--- config.mk ---
export PLATFORM = sky130hd
export DESIGN_NAME = instr_fetch
export DESIGN_NICKNAME = d
export VERILOG_FILES = /design/src/rtl/instr_fetch_pkg.sv /design/src/rtl/instr_fetch_prog_store.sv /design/src/rtl/instr_fetch.sv
export SDC_FILE = /design/constraint.sdc
export NUM_CORES = 1
export LEC_CHECK = 0
export ABC_AREA = 1
export CAP_MARGIN = 25
export CORE_MARGIN = 10
export CORE_UTILIZATION = 35
export CTS_CLUSTER_SIZE = 20
export DETAILED_ROUTE_END_ITERATION = 7
export PLACE_DENSITY = 0.54
export SYNTH_ARGS = -nofsm -noshare
export SYNTH_HDL_FRONTEND = slang
export SYNTH_SLANG_ARGS = --single-unit
--- constraint.sdc ---
create_clock -name clk -period 3.15 [get_ports clk]
set_input_delay 0.315 -clock clk [delete_from_list [all_inputs] [get_ports clk]]
set_output_delay 0.315 -clock clk [all_outputs]
set_load 0.005 [all_outputs]
--- src/rtl/instr_fetch_pkg.sv ---
// Shared definitions for the 4-bit CPU fetch/decode path: opcodes, ALU
// operand selects and instruction field positions.
package instr_fetch_pkg;

    // Instruction fields: op in the top nibble, immediate in the bottom nibble
    localparam int OP_W    = 4;
    localparam int IMM_W   = 4;
    localparam int OP_MSB  = 7;
    localparam int OP_LSB  = 4;
    localparam int IMM_MSB = 3;
    localparam int IMM_LSB = 0;

    // Opcodes understood by the decoder; OP_HLT stops the sequencer
    localparam logic [OP_W-1:0] OP_NOP      = 4'h0;
    localparam logic [OP_W-1:0] OP_ADD_A_IM = 4'h1;
    localparam logic [OP_W-1:0] OP_ADD_B_IM = 4'h2;
    localparam logic [OP_W-1:0] OP_HLT      = 4'hF;

    // Operand selects used by the execute side
    localparam logic [1:0] SEL_A  = 2'd0;
    localparam logic [1:0] SEL_B  = 2'd1;
    localparam logic [1:0] SEL_IM = 2'd2;

    function automatic logic is_halt(input logic [OP_W-1:0] op);
        return op == OP_HLT;
    endfunction

endpackage

--- src/rtl/instr_fetch_prog_store.sv ---
// Program store: register array, cleared by reset, written synchronously,
// read combinationally so a write becomes visible on the following cycle.
module instr_fetch_prog_store #(
    parameter int ADDR_W  = 4,
    parameter int INSTR_W = 8
) (
    input  logic               clk,
    input  logic               n_reset,
    input  logic               we,
    input  logic [ADDR_W-1:0]  waddr,
    input  logic [INSTR_W-1:0] wdata,
    input  logic [ADDR_W-1:0]  raddr,
    output logic [INSTR_W-1:0] rdata
);

    localparam int DEPTH = 1 << ADDR_W;

    logic [INSTR_W-1:0] mem_q [DEPTH];
    logic [INSTR_W-1:0] mem_d [DEPTH];

    // Next contents: unchanged except the addressed entry on a write
    always_comb begin
        for (int i = 0; i < DEPTH; i++) begin
            mem_d[i] = mem_q[i];
        end
        if (we) begin
            mem_d[waddr] = wdata;
        end
    end

    // Storage array; reset clears every entry to NOP
    always_ff @(posedge clk or negedge n_reset) begin
        if (!n_reset) begin
            for (int i = 0; i < DEPTH; i++) begin
                mem_q[i] <= '0;
            end
        end else begin
            for (int i = 0; i < DEPTH; i++) begin
                mem_q[i] <= mem_d[i];
            end
        end
    end

    assign rdata = mem_q[raddr];

endmodule

--- src/rtl/instr_fetch.sv ---
// Instruction fetch/sequencer: program counter, program store and a
// registered valid/ready output stage feeding the instruction decoder.
// Optional breakpoint support is enabled with INSTR_FETCH_BREAKPOINT_EN.
//
// Handshake: an instruction moves when out_valid & out_ready are both high
// at a rising edge. out_valid is a pure register output and never depends
// on out_ready in the same cycle; while out_valid is high and out_ready is
// low, op_out/im_out/pc_out stay frozen.
module instr_fetch
    import instr_fetch_pkg::*;
#(
    parameter int ADDR_W  = 4,
    parameter int INSTR_W = 8
) (
    input  logic               clk,
    input  logic               n_reset,
    input  logic               run,
    input  logic               pc_clear,
    input  logic               prog_we,
    input  logic [ADDR_W-1:0]  prog_addr,
    input  logic [INSTR_W-1:0] prog_data,
    input  logic               jump_en,
    input  logic [ADDR_W-1:0]  jump_addr,
    output logic               out_valid,
    input  logic               out_ready,
    output logic [OP_W-1:0]    op_out,
    output logic [IMM_W-1:0]   im_out,
    output logic [ADDR_W-1:0]  pc_out,
`ifdef INSTR_FETCH_BREAKPOINT_EN
    input  logic               bp_en,
    input  logic [ADDR_W-1:0]  bp_addr,
    output logic               bp_hit,
`endif
    output logic               halted
);

    typedef enum logic [1:0] {
        ST_IDLE = 2'd0,
        ST_RUN  = 2'd1,
        ST_HALT = 2'd2
    } state_e;

    state_e             state_q, state_d;
    logic [ADDR_W-1:0]  pc_q, pc_d;
    logic [INSTR_W-1:0] instr_q, instr_d;
`ifdef INSTR_FETCH_BREAKPOINT_EN
    logic               bp_hit_q, bp_hit_d;
`endif

    logic               store_we;
    logic [ADDR_W-1:0]  rd_addr;
    logic [INSTR_W-1:0] rd_data;
    logic [ADDR_W-1:0]  seq_pc;
    logic [ADDR_W-1:0]  start_pc;

    // Sequential successor wraps naturally at 2**ADDR_W
    assign seq_pc   = jump_en ? jump_addr : pc_q + {{(ADDR_W-1){1'b0}}, 1'b1};
    assign start_pc = pc_clear ? '0 : pc_q;

    instr_fetch_prog_store #(
        .ADDR_W  (ADDR_W),
        .INSTR_W (INSTR_W)
    ) u_store (
        .clk     (clk),
        .n_reset (n_reset),
        .we      (store_we),
        .waddr   (prog_addr),
        .wdata   (prog_data),
        .raddr   (rd_addr),
        .rdata   (rd_data)
    );

    // Next-state, next-PC and output-register load decisions
    always_comb begin
        state_d  = state_q;
        pc_d     = pc_q;
        instr_d  = instr_q;
        store_we = 1'b0;
        rd_addr  = pc_q;
`ifdef INSTR_FETCH_BREAKPOINT_EN
        bp_hit_d = bp_hit_q;
`endif
        case (state_q)
            ST_IDLE: begin
                store_we = prog_we;
                pc_d     = start_pc;
                rd_addr  = start_pc;
                if (run) begin
                    instr_d = rd_data;
                    state_d = ST_RUN;
                end
            end
            ST_RUN: begin
                rd_addr = seq_pc;
                if (out_ready) begin
                    if (is_halt(instr_q[INSTR_W-1 -: OP_W])) begin
                        state_d = ST_HALT;
                    end else begin
                        pc_d = seq_pc;
`ifdef INSTR_FETCH_BREAKPOINT_EN
                        if (bp_en && (seq_pc == bp_addr)) begin
                            state_d  = ST_HALT;
                            bp_hit_d = 1'b1;
                        end else begin
                            instr_d = rd_data;
                        end
`else
                        instr_d = rd_data;
`endif
                    end
                end
            end
            ST_HALT: begin
                store_we = prog_we;
                if (pc_clear) begin
                    pc_d = '0;
                end
                if (!run) begin
                    state_d = ST_IDLE;
`ifdef INSTR_FETCH_BREAKPOINT_EN
                    bp_hit_d = 1'b0;
`endif
                end
            end
            default: begin
                state_d = ST_IDLE;
            end
        endcase
    end

    // State, PC and presented-instruction registers
    always_ff @(posedge clk or negedge n_reset) begin
        if (!n_reset) begin
            state_q  <= ST_IDLE;
            pc_q     <= '0;
            instr_q  <= '0;
`ifdef INSTR_FETCH_BREAKPOINT_EN
            bp_hit_q <= 1'b0;
`endif
        end else begin
            state_q  <= state_d;
            pc_q     <= pc_d;
            instr_q  <= instr_d;
`ifdef INSTR_FETCH_BREAKPOINT_EN
            bp_hit_q <= bp_hit_d;
`endif
        end
    end

    assign out_valid = (state_q == ST_RUN);
    assign halted    = (state_q == ST_HALT);
    assign op_out    = instr_q[INSTR_W-1 -: OP_W];
    assign im_out    = instr_q[IMM_W-1:0];
    assign pc_out    = pc_q;
`ifdef INSTR_FETCH_BREAKPOINT_EN
    assign bp_hit    = bp_hit_q;
`endif

endmodule

* Yosys cells after proc, flatten, opt, wreduce, memory -nomap -nowiden
Cells that the tools add are included.
** Cells by class
- Add/sub/neg operators :: 1
- $lt $le $gt $ge :: 3
- Equality and inequality tests :: 8
- Multiplexer cells :: 22
- Bitwise gates (word level) :: 2
- Reductions and logical operators :: 8
** Operator list (count)
- $bwmux 128 :: 1
- $mux 8 :: 6
- $bmux 8 s4 :: 1
- $demux 8 s4 :: 1
- $mux 4 :: 4
- $pmux 4 s2 :: 2
- $pmux 8 s2 :: 1
- $ge 5x5->1 const B :: 2
- $not 4->5 :: 2
- $mux 2 :: 4
- $reduce_and 4->1 :: 2
- $ne 2x2->1 const B :: 3
- $pmux 2 s3 :: 1
- $lt 5x1->1 const B :: 1
- $add 4x1->4 const B :: 1
- $eq 4x4->1 const B :: 1
- $ne 2x1->1 const B :: 2
- $reduce_bool 2->1 :: 2
- $reduce_and 3->1 :: 1
- $eq 2x1->1 const B :: 1
- $eq 2x2->1 const B :: 1
- $logic_not 2->1 :: 1
- $reduce_or 2->1 :: 1
- $logic_and 1x1->1 :: 1
- $mux 1 :: 1
** Storage, ports and cells
- Bits in registers :: 142
- Bits of input ports :: 23
- Output and inout port bits :: 14
- Word-level logic and storage cells :: 63

* Longest topological paths before layout
Gate-level depths: netlist (run 1).
- Depth after elaboration :: 10
- Gate-level depth with buffers :: 13

* By module
From an unflattened synthesis (run 1), not the netlist that was laid out.
** Second synthesis, totals
- Cell total of the unflattened synthesis :: 960
- Area, all modules :: 7103.1 µm²
** Modules (own cells, without submodules)
- instr_fetch_prog_store :: instances 1, cells each 850, area each 6271.0 µm², sequential area each 3203.1 µm²
- instr_fetch :: instances 1, cells each 110, area each 832.0 µm², sequential area each 350.3 µm²

* Worst setup path before layout (run 1)
OpenSTA, ideal clock, no wires.
- Path type :: flip-flop to flip-flop
- Start point :: register pc_q[0], in the netlist pc_out[0]
- End point :: register instr_q[4]
- Setup time :: 0.065 ns
- Arrival :: 1.686 ns
- Data required time :: 3.085 ns
- Slack :: 1.399 ns
- Cell stages (with the launch flop) :: 14
- Path buffers :: 1
- Period minus slack after synthesis :: 1.751 ns
- Cells stage by stage :: dfrtp_1 -> ha_1 -> inv_1 -> nand2_1 -> nand3_1 -> nand3_2 -> inv_2 -> buf_2 -> nand3_1 -> nand3_1 -> nand3_1 -> nand2_1 -> nand2_1 -> nand2_1
** Between the ends
- Word-level cells in the longest chain between the ends :: 10
- Elaborated cells on any way between the ends :: 12
** Ends and longest elaborated chain
- from (decl) :: RTL line instr_fetch.sv:44 : logic [ADDR_W-1:0] pc_q, pc_d;
- from (signal assigned) :: RTL line instr_fetch.sv:142 : pc_q <= pc_d;
- $add 4x1->4 :: RTL line instr_fetch.sv:57 : assign seq_pc = jump_en ? jump_addr : pc_q + {{(ADDR_W-1){1'b0}}, 1'b1};
- $mux 4 :: RTL line instr_fetch.sv:57
- $pmux 4 s2 * :: RTL line instr_fetch.sv:83 : case (state_q)
- $not 4->5 (not written as such) * :: RTL line instr_fetch_prog_store.sv:44 : assign rdata = mem_q[raddr];
- $bmux 8 s4 * :: RTL line instr_fetch_prog_store.sv:44
- $mux 8 (not written as such) * (2 in a row) :: RTL line instr_fetch_prog_store.sv:44
- $mux 8 :: RTL line instr_fetch.sv:96 : if (is_halt(instr_q[INSTR_W-1 -: OP_W])) begin
- $mux 8 :: RTL line instr_fetch.sv:95 : if (out_ready) begin
- $pmux 8 s2 * :: RTL line instr_fetch.sv:83
- to (signal assigned) :: RTL line instr_fetch.sv:143 : instr_q <= instr_d;
- to (decl) :: RTL line instr_fetch.sv:45 : logic [INSTR_W-1:0] instr_q, instr_d;
Mark *: on every way between the ends. The rest lies on a longest branch, timed or not. The select of a mux whose other input is x is not followed.
A chain may end at the register's enable or synchronous reset.

* Worst setup path in the final report (run 1)
- Start point :: register state_q[0]
- End point :: register u_store.mem_q[8] (netlist bit)
** Between the ends
- Word-level cells in the longest chain between the ends :: 3
- Elaborated cells on any way between the ends :: 4
** Ends and longest elaborated chain
- from (decl) :: RTL line instr_fetch.sv:43 : state_e state_q, state_d;
- from (signal assigned) :: RTL line instr_fetch.sv:141 : state_q <= state_d;
- $eq 2x2->1 / $logic_not 2->1 (equally long branches) :: RTL line instr_fetch.sv:83
- $reduce_or 2->1 (no source line) *
- $mux 1 * :: RTL line instr_fetch.sv:83
- to (signal, indexed assignment) :: RTL line instr_fetch_prog_store.sv:39 : mem_q[i] <= mem_d[i];
- to (decl) :: RTL line instr_fetch_prog_store.sv:18 : logic [INSTR_W-1:0] mem_q [DEPTH];
Mark *: on every way between the ends. The rest lies on a longest branch, timed or not.

==> results of run 1 <==
[tightest hold or removal path, delay by kind of cell (launching register included)]
family	cells	cell delay (ns)
AOI/OAI and AO/OA	1	0.06
and+or+nand+nor	1	0.05
DFF	1	0.34
[synth_stat cells]
cell      number
a21oi_1        1
a31oi_1        3
buf_2         36
buf_4          2
buf_6         16
clkbuf_1       8
dfrtp_1      142
ha_1           1
inv_1        153
inv_2          2
inv_6          1
nand2_1      265
nand2_2        2
nand2_4        1
nand3_1      123
nand3_2        1
nand3_4        2
nand4_1       66
nor2_1        13
nor2_2         1
nor2_8         1
nor3_1         4
nor3_4         1
o21ai_0      102
o21ai_1       28
o31ai_1        2
or2_1          1
or2_2          1
[per-stage QoR]
| stage | area, µm² | hold slack [ns] | std cells | utilization [%] |
|---|---|---|---|---|
| detailed placement | 7880 | 0.388 | 1241 | 37.5 |
| CTS | 8550 | 0.487 | 1273 | 40.7 |
| floorplan | 7470 | 0.0194 | 979 | - |
| finish | 8550 | 0.483 | 1273 | 40.7 |
| global route | 8550 | 0.499 | 1273 | 40.7 |
| global placement | 7880 | 0.385 | 1241 | 37.5 |
[registers in the layout, indices dropped and copies added, names as in the netlist]
signal	count
instr_q	8
u_store.mem_q	128
state_q	2
pc_out	4
[cell families after synthesis]
logic type	count (synthesis)	synth area share (%)
AND/OR/NAND/NOR	482	29.7
buffers and inverters	218	13.3
flip-flops	142	47.6
AO/OA/AOI/OAI	136	9.23
adder cells (fa/ha/maj)	1	0.168
[layer usage]
layer  vias up  global-route usage [%]  part of all wire, %
met1      3007                    23.4                   49
li1       3169                       -                    -
met2       180                    22.4                   43
met5         -                       0                    0
met3        26                    2.70                  5.2
met4         0                    6.09                  2.3
[path summary, 6_finish.rpt]
| path | start | end | slack, ns | cells after the start |
|---|---|---|---|---|
| min | u_store.mem_q[84] | u_store.mem_q[84] | 0.48 | 2 |
| min reg2reg | u_store.mem_q[84] | u_store.mem_q[84] | 0.48 | 2 |
| max in group asynchronous | n_reset | instr_q[2] | 1.83 | 3 |
| max reg2reg | state_q[0] | u_store.mem_q[8] | 0.78 | 6 |
| max | state_q[0] | u_store.mem_q[8] | 0.78 | 6 |
| min in group asynchronous | n_reset | u_store.mem_q[11] | 0.49 | 2 |
[final cells by class]
class	count	share of cell area, %
Sequential cell	142	41.6
Multi-Input combinational cell	619	34.2
Inverter	156	6.91
Timing Repair Buffer	50	5.63
Clock buffer	20	5.22
Tap cell	275	4.02
Clock inverter	11	2.50
[power by group through the flow]
| stage | Sequential (mW) | Combinational, mW | Clock, mW |
|---|---|---|---|
| floorplan | 2.56 | 1.76 | 0 |
| global placement | 2.65 | 2.41 | 0 |
| detailed placement | 2.66 | 2.44 | 0 |
| CTS | 2.63 | 2.45 | 2.30 |
| global route | 2.70 | 2.79 | 2.40 |
| finish | 2.64 | 2.45 | 2.27 |
==> flow_summary.ini, run 1 <==
[die]
start_util_pct = 35.5
design.core.area_um2 = 21000
fp.dieH_um = 166
dieArea_um2 = 27600
fp-row-count = 53
ios = 37
die_w_um = 166

[clocking]
cts_tree = yes
cts-buffers-inserted = 17
cts.clk_slew.worst_paths_ns = 0.06
cts_setup_buffers = 0
postCtsHoldBufs = 1
clock_latency_ns = 0.42
clock_path_buffers = 2
post_cts_resized = 0
cts_sinks = 142
cts_root_buffer = clkbuf_16
cts_max_level = 4

[cells_and_area]
fill_cells = 2172
multi_input_area_um2 = 2920
layout.nets = 1010
final_common_cell = nand2_1
drive_gt1_share_pct = 5.71
layout_common_cells = nand2_1 (264), inv_1 (153), dfrtp_1 (142)
num_antenna_cells = 0
register_area_um2 = 3550
syn_to_final_growth_pct = 14.5

[power_and_ir_drop]
power_frac_comb_pct = 33.3
powerDensity_nw_per_um2 = 860
p_leak_nw = 4.09
power_switching_mw = 2.63
intPower_mw = 4.72
p_total_mw = 7.35
power_frac_seq_pct = 35.9
clockPowerShare_pct = 30.8
p_sw_share_pct = 35.8
ir_drop_mv = 0.331

[logic_synthesis]
ys_ff_latch = 142
syn_area_um2 = 7470
synth_nets = 1003
yosysWarningCount = 0
synth_cells = 979
synth.avg_cell_area_um2 = 7.63
synth_area_leaders = dfrtp_1 (48%), nand2_1 (13%), nand3_1 (8.2%)
synth_cell_types = 28
synth_top_cell_by_area = dfrtp_1
synth_top_area_share_pct = 47.6
yosysSeqAreaShare_pct = 47.6

[run_status]
outcome = completed

[placement]
pre_cts_slack_ns = 0.558
io_buffer_count = 36
routabilityCongestion = 0.875
dp_hpwl_um = 13900

[grt]
grt_pass1_wl_um = 35300
grt_overflow = 0
grt_max_degree = 73
grtUsageTotal_pct = 15.9
grt_pass1_vias = 5946
grt_antenna_before_repair = 0

[critical_path]
critPathArrivalTime_ns = 2.64
start_kind = register
crit_path_end_kind = register
crit_path_max_incr_delay_ns = 0.65
path_max_fanout = 16
critPathKind = reg -> reg
cp_top_family = simple AND/OR/NAND/NOR gates
cp_data_required_time_ns = 3.41
critPathBufInv = 1
slowest_stage = nor3_1
path_cells = inv_6 -> nand2_4 -> nor3_1 -> nand2_1 -> nand2_1 -> o21ai_0
cpMostUsedCell = nand2_1

[hold_path]
holdCritPathClass = reg -> reg

[sta]
finClkSkew_ns = 0.0129
fin_crit_ns = 2.37
tns_ns = 0
hold_viol_final = 0
rsz0062_at_grt = no
final.setup.worst_slack_ns = 0.778
fmax_mhz = 422
tightest_slew_ns = 0.843
post-route-period-util_pct = 75.3
relSlewSlack_pct = 43.3
finalMaxSlewViolations = 0
setup_viol = 0

[drt]
drt-vias-per-instance = 5.01
avgRoutedWirePerCell_um = 17.1
first_pass_iters = 5
drtAntennaViolNets = 0
drt_iter0_drc = 746
vias = 6382
drc = 0
wirelength_um = 21700

[flow_run]
maxCapViolCount = 0
Power figures use the tool's default switching activity.
==> inputs of run 2 (changes only) <==
--- a/config.mk
+++ b/config.mk
@@ -11,7 +11,7 @@
 export CORE_UTILIZATION = 35
 export CTS_CLUSTER_SIZE = 20
 export DETAILED_ROUTE_END_ITERATION = 7
-export PLACE_DENSITY = 0.54
+export PLACE_DENSITY = 0.56
 export SYNTH_ARGS = -nofsm -noshare
 export SYNTH_HDL_FRONTEND = slang
 export SYNTH_SLANG_ARGS = --single-unit
==> constraint.sdc (replaced) <==
create_clock -name clk -period 2 [get_ports clk]
set_input_delay 0.2 -clock clk [delete_from_list [all_inputs] [get_ports clk]]
set_output_delay 0.2 -clock clk [all_outputs]
set_load 0.005 [all_outputs]
==> run 2 against run 1 <==
  * Count of clock-buffer cells in the layout increased by 1
  * Clock skew decreased by 0.0040 ns
  * Sequential power increased by 56%
  * Cell area increased by 9.1%
  * Combinational power increased by 100%
  * Clock power increased by 55%
  * First-iteration DRC count decreased by 4.8%
  * Global-route usage increased by 0.59 points
  * Flip-flop and latch count unchanged
  * Maximum frequency increased by 23%
  * Hold slack got worse by 0.20 ns
  * Non-clock buffer count increased by 54
  * Critical path type unchanged
  * Largest cell class unchanged
==> flow_summary.ini, run 2 (synthesis results as in run 1) <==
[clocking]
cts_root_buffer = clkbuf_16
cts-buffers-inserted = 17
cts.clk_slew.worst_paths_ns = 0.06
clock_path_buffers = 2
cts_tree = yes
cts_max_level = 4
clock_latency_ns = 0.43
cts_sinks = 142

[drt]
avgRoutedWirePerCell_um = 17.8
drt_iter0_drc = 710
first_pass_iters = 5
drc = 0
vias = 6820
drtAntennaViolNets = 0
wirelength_um = 23600
highest_layer = met4
wl_met3_um = 1640
dr_wl_met2_um = 10600
routedLengthMet1_um = 11000
drt-vias-per-instance = 5.14

[grt]
grtUsageTotal_pct = 16.5
grt_pass1_vias = 6475
grt_max_degree = 56
grt_pass1_wl_um = 36900
grt_antenna_before_repair = 0
grt_overflow = 0

[die]
die_w_um = 166
dieArea_um2 = 27600
fp-row-count = 53
ios = 37
fp.dieH_um = 166
design.core.area_um2 = 21000
start_util_pct = 35.5

[critical_path]
start_kind = register
cp_top_family = simple AND/OR/NAND/NOR gates
critPathArrivalTime_ns = 2.25
critPathKind = reg -> reg
crit_path_max_incr_delay_ns = 0.44
cp_data_required_time_ns = 2.32
path_max_fanout = 6
slowest_stage = dfrtp_1
cpMostUsedCell = nand2_1
crit_path_end_kind = register
path_cells = ha_4 -> inv_2 -> nand2_2 -> nand3_2 -> nand3_4 -> inv_8 -> clkbuf_16 -> nand3_1 -> nand3_2 -> nand3_1 -> nand2_1 -> nand2_1 -> nand2_1
critPathBufInv = 3

[cells_and_area]
num_antenna_cells = 0
largest_reg_flops = 128
regMostFlops = u_store.mem_q
layout.nets = 1064
layout_common_cells = nand2_1 (263), inv_1 (152), dfrtp_1 (140)
syn_to_final_growth_pct = 24.9
final_common_cell = nand2_1
drive_gt1_share_pct = 13.1

[power_and_ir_drop]
p_leak_nw = 4.51
powerDensity_nw_per_um2 = 1350
ir_drop_mv = 0.604

[sta]
fin_crit_ns = 1.92
finalMaxSlewViolations = 0
setup_viol = 0
hold_viol_final = 0
relSlewSlack_pct = 62.7
fmax_mhz = 520
tns_ns = 0
tightest_slew_ns = 0.558
finClkSkew_ns = 0.00894
post-route-period-util_pct = 96.2
rsz0062_at_grt = yes
holdWs_ns = 0.286

[placement]
routabilityCongestion = 0.841
dp_hpwl_um = 14900
io_buffer_count = 36

[run_status]
outcome = completed

[flow_run]
maxCapViolCount = 0

[hold_path]
holdCritPathClass = in -> async
[run 2: worst paths after layout]
check	cells past startpoint	end	slack, ns	startpoint
max	13	instr_q[6]	0.08	pc_out[0]
min	2	u_store.mem_q[10]	0.29	n_reset
max reg2reg	13	instr_q[6]	0.08	pc_out[0]
min reg2reg	2	u_store.mem_q[30]	0.48	u_store.mem_q[30]
max in group asynchronous	3	u_store.mem_q[80]	1.04	n_reset
min in group clk	3	state_q[1]	0.38	run
[run 2: per-layer routing]
layer	track usage (%)	up-vias
li1	-	3292
met2	24.7	232
met3	3.48	25
met4	5.35	0
met1	23.0	3271
met5	0	-
[run 2: where the power goes]
group	switching, mW	leakage, nW	internal [mW]
Combinational	2.84	2.33	2.10
Clock	1.27	0.307	2.24
Sequential	0.479	1.87	3.64
Total	4.59	4.51	7.98
[run 2: what timing repair did]
item                       4_1_cts  5_1_grt
hold buffers                     1        0
gates resized for setup          2       33
setup endpoints to repair        3        9
pin swaps                        0       10
setup buffers                    2        1
hold endpoints to repair        41        0
gates cloned                     0        5
[run 2: worst reg2reg max path, stage by stage (launching register included)]
cell and delay, ns:
dfrtp_1 0.44, ha_4 0.29, inv_2 0.03, nand2_2 0.07
nand3_2 0.10, nand3_4 0.19, inv_8 0.07, clkbuf_16 0.17
nand3_1 0.11, nand3_2 0.10, nand3_1 0.08, nand2_1 0.06
nand2_1 0.06, nand2_1 0.05
[run 2: final cells by class]
cell class / instances / area (µm²)
Clock inverter: 11 / 189
Timing Repair Buffer: 104 / 1130
Tap cell: 275 / 344
Fill cell: 2118 / 11700
Inverter: 156 / 598
Sequential cell: 142 / 3560
Multi-Input combinational cell: 619 / 3060
Clock buffer: 21 / 450
[run 2: per-stage QoR]
step	setup WS, ns	utilization (%)	cells	cell area, µm²	total power, mW
final	0.0763	44.4	1328	9330	12.6
after detailed placement	-0.0895	39.9	1287	8390	8.55
after CTS	0.00523	43.1	1322	9060	12.1
after floorplan	0.249	-	979	7470	6.81
after global routing	-0.0451	44.4	1328	9330	13.4
after global placement	-0.0649	39.9	1287	8390	8.54
